--- src/rtl/mux_8_1.sv ---
// Single-bit 8-to-1 mux with a combinational output, a registered tap and a
// one-hot decode of the select index.
module mux_8_1 #(
  parameter logic OQ_RESET = 1'b0
) (
  input  logic       clk,
  input  logic       rst,
  input  logic [7:0] i,
  input  logic [2:0] s,
  input  logic       en,
  output logic       o,
  output logic       o_q,
  output logic [7:0] sel_onehot
);

  logic oq_d;

  always_comb begin
    o          = i[s];
    sel_onehot = 8'b1 << s;
  end

  // rst overrides en; without en the flop simply recirculates.
  always_comb begin
    oq_d = o_q;
    if (rst)     oq_d = OQ_RESET;
    else if (en) oq_d = i[s];
  end

  always_ff @(posedge clk) begin
    o_q <= oq_d;
  end

endmodule

--- config.mk ---
export PLATFORM = sky130hd
export DESIGN_NAME = mux_8_1
export DESIGN_NICKNAME = d
export VERILOG_FILES = /design/src/rtl/mux_8_1.sv
export SDC_FILE = /design/constraint.sdc
export NUM_CORES = 1
export LEC_CHECK = 0
export ABC_AREA = 1
export CORE_AREA = 2 2 39 41
export CTS_CLUSTER_DIAMETER = 60
export DETAILED_ROUTE_END_ITERATION = 8
export DIE_AREA = 0 0 41 43
export GPL_TIMING_DRIVEN = 0
export HOLD_SLACK_MARGIN = 0.15
export PLACE_DENSITY = 0.55
export RECOVER_POWER = 100
export SETUP_SLACK_MARGIN = 0.02
export SYNTH_ARGS = -nofsm -noshare
export SYNTH_HDL_FRONTEND = slang
export SYNTH_SLANG_ARGS = --single-unit
export TNS_END_PERCENT = 100
--- constraint.sdc ---
create_clock -name clk -period 0.8 [get_ports clk]
set_input_delay 0.16 -clock clk [delete_from_list [all_inputs] [get_ports clk]]
set_output_delay 0.16 -clock clk [all_outputs]
set_load 0.005 [all_outputs]
==> out/metrics.csv <==
stage,metric,value,unit
run_status,status,finished with violations,
run_status,violations,setup timing,
grt,grt_overflow_total,0,
layout,drive_gt1_share,50.0,%
layout,top_register,o_q,
worst_hold_path,min_path_type,reg2reg,
floorplanning,fp.dieArea,1760,sq um
setup_path,reg2reg_setup_slack,220,ps
sta,finClkSkew,0,ps
sta,setup_ws,-203,ps
setup_path,cp-end-kind,output port,
sta,relSlewSlack,90.4,%
grt,grt_usage,7.20,%
detailed_routing,drt_pass1_iterations,1,
setup_path,critical_path.most_common_cell,nand2_1,
sta,hold_violations,0,
setup_path,path_cells,buf_12 > inv_6 > buf_6 > nand2_1 > nand2_1 > nand2_1 > nand3_1 > nand2_2 > inv_2 > buf_6,
detailed_routing,wl_per_cell,7.64,microns
setup_path,startpoint_type,input port,
sta,setup_viol,10,
setup_path,cpMaxStageDelayCell,buf_6,
placement,dp.cells,77,
layout,syn_to_final_growth,171,%
sta,layout_min_cycle_time,1000,ps
grt,grt_max_degree,7,
placement,gp_congestion,0.629,
yosys,synth_cell_types,10,
layout,largest_reg_flops,1,
placement,dp_hpwl,499,microns
clock_network,insertion_delay,0,ps
layout,fin_cells,84,
power_and_ir_drop,power.density,584,nW/um^2
floorplanning,core,1380,sq um
yosys,yosysWarnings,0,
yosys,synth_nets,52,
layout,final_cell_mix,"nand2_1 (12), nand2_2 (8), nor2_1 (8), dlygate4sd2_1 (8), buf_2 (8)",
detailed_routing,wl,642,microns
layout,diodes,0,
setup_path,cp_max_fo,5,
floorplanning,die_w,41,microns
grt,first_global_vias,245,
yosys,netlist_instances,38,
setup_path,arrival,840,ps
sta,fin_crit_sh,125,%
yosys,seq_area_frac_synth,11.1,%
layout,final_common_cell,nand2_1,
detailed_routing,drcViolationCount,0,
detailed_routing,vias_per_cell,3.87,
setup_path,critPathKind,in2out,
grt,grt_antenna_before_repair,0,
placement,io_buffers,23,
yosys,avgSynthCellArea,4.74,sq um
yosys,ys_ff_latch,1,
power_and_ir_drop,p_leak,0.280,nW
sta,worstMarginPinSlew,144,ps
run,drv_cap,0,
floorplanning,ios,24,
layout,fin_util,35.3,%
floorplanning,rows,14,
detailed_routing,drtIter0Drc,0,
clock_network,cts.clk_slew.worst_paths,0,ps
yosys,synthTopCellsByArea,"nand2_1 (40%), nor2_1 (17%), dfxtp_1 (11%)",
sta,rsz0062_at_grt,true,
detailed_routing,via_count,325,
yosys,synth_largest_area_cell,nand2_1,
detailed_routing,ant_nets,0,
setup_path,cpPeakStageDelay,110,ps
yosys,synth_area,180,sq um
layout,nets,84,
sta,max_freq,0.997,GHz
yosys,synth_top_area_share,39.6,%
sta,finalMaxSlewViolations,0,
power_and_ir_drop,ir_drop,0.135,mV
floorplanning,start_util,13.0,%
floorplanning,die_y,43,microns
layout,largestRegisters,o_q: 1 flops,
setup_path,cp.required,640,ps
grt,grt_first_pass_wirelength,959,microns
==> through the flow <==
step / TNS [ps] / hold slack, ps / cell area (sq um) / worst slack [ps] / power, mW
finish: -726 / 498 / 488 / -203 / 0.285
CTS: -743 / 501 / 464 / -235 / 0.266
floorplan: 0 / 244 / 180 / 78.2 / 0.123
detailed placement: -9050 / 521 / 430 / -1100 / 0.254
global placement: -8970 / 511 / 430 / -1100 / 0.253
global route: -1140 / 532 / 488 / -271 / 0.307
==> worst paths after layout <==
| path | startpoint | end | cells past startpoint |
|---|---|---|---|
| worst max register to register | o_q | o_q | 2 |
| worst min-delay path | o_q | o_q | 2 |
| worst min register to register | o_q | o_q | 2 |
| worst max-delay path | s[0] | o | 10 |
==> worst max-delay path, delay by kind of cell <==
kind,cells,cell delay [ps]
AND/OR/NAND/NOR,5,320
buffers and inverters,5,370
==> cell families (layout without fill, tap and decap cells) <==
logic type / after synthesis / in the layout / share of synthesized area, %
AOI/OAI and AO/OA: 2 / 2 / 9.03
buffers and inverters: 4 / 34 / 8.33
DFF: 1 / 1 / 11.1
and+or+nand+nor: 31 / 31 / 71.5
==> where the power goes <==
| group | total [mW] | internal, mW | switching [mW] | leakage (nW) |
|---|---|---|---|---|
| Combinational | 0.228 | 0.135 | 0.0936 | 0.272 |
| Clock | 0 | 0 | 0 | 0 |
| Sequential | 0.0566 | 0.0550 | 0.00162 | 0.00832 |
==> timing repair <==
| action | in CTS | in global routing |
|---|---|---|
| pin swaps | 17 | 10 |
| hold buffers | 0 | 0 |
| resized for setup | 80 | 7 |
| endpoints found under the setup margin | 11 | 10 |
| setup buffers | 6 | 2 |
==> area by class of cell <==
class / count / area [sq um]
flip-flops and latches: 1 / 20.0
inverters: 4 / 22.5
fillers: 170 / 896
repair buffers: 30 / 258
well taps: 16 / 20.0
multi-input cells: 33 / 168
==> cell usage after synthesis, drive strengths merged <==
master,instances
a21oi,1
nand2,21
o21bai,1
inv,4
nand3,2
dfxtp,1
nor2,8
==> routing by layer <==
| metal | up-vias | global-route usage (%) | wire [microns] |
|---|---|---|---|
| met1 | 133 | 8.57 | 242 |
| met5 | - | 0 | 0 |
| met2 | 14 | 13.8 | 334 |
| li1 | 178 | - | - |
| met3 | 0 | 0.524 | 66 |
| met4 | 0 | 0 | 0 |
Power figures use the tool's default switching activity.
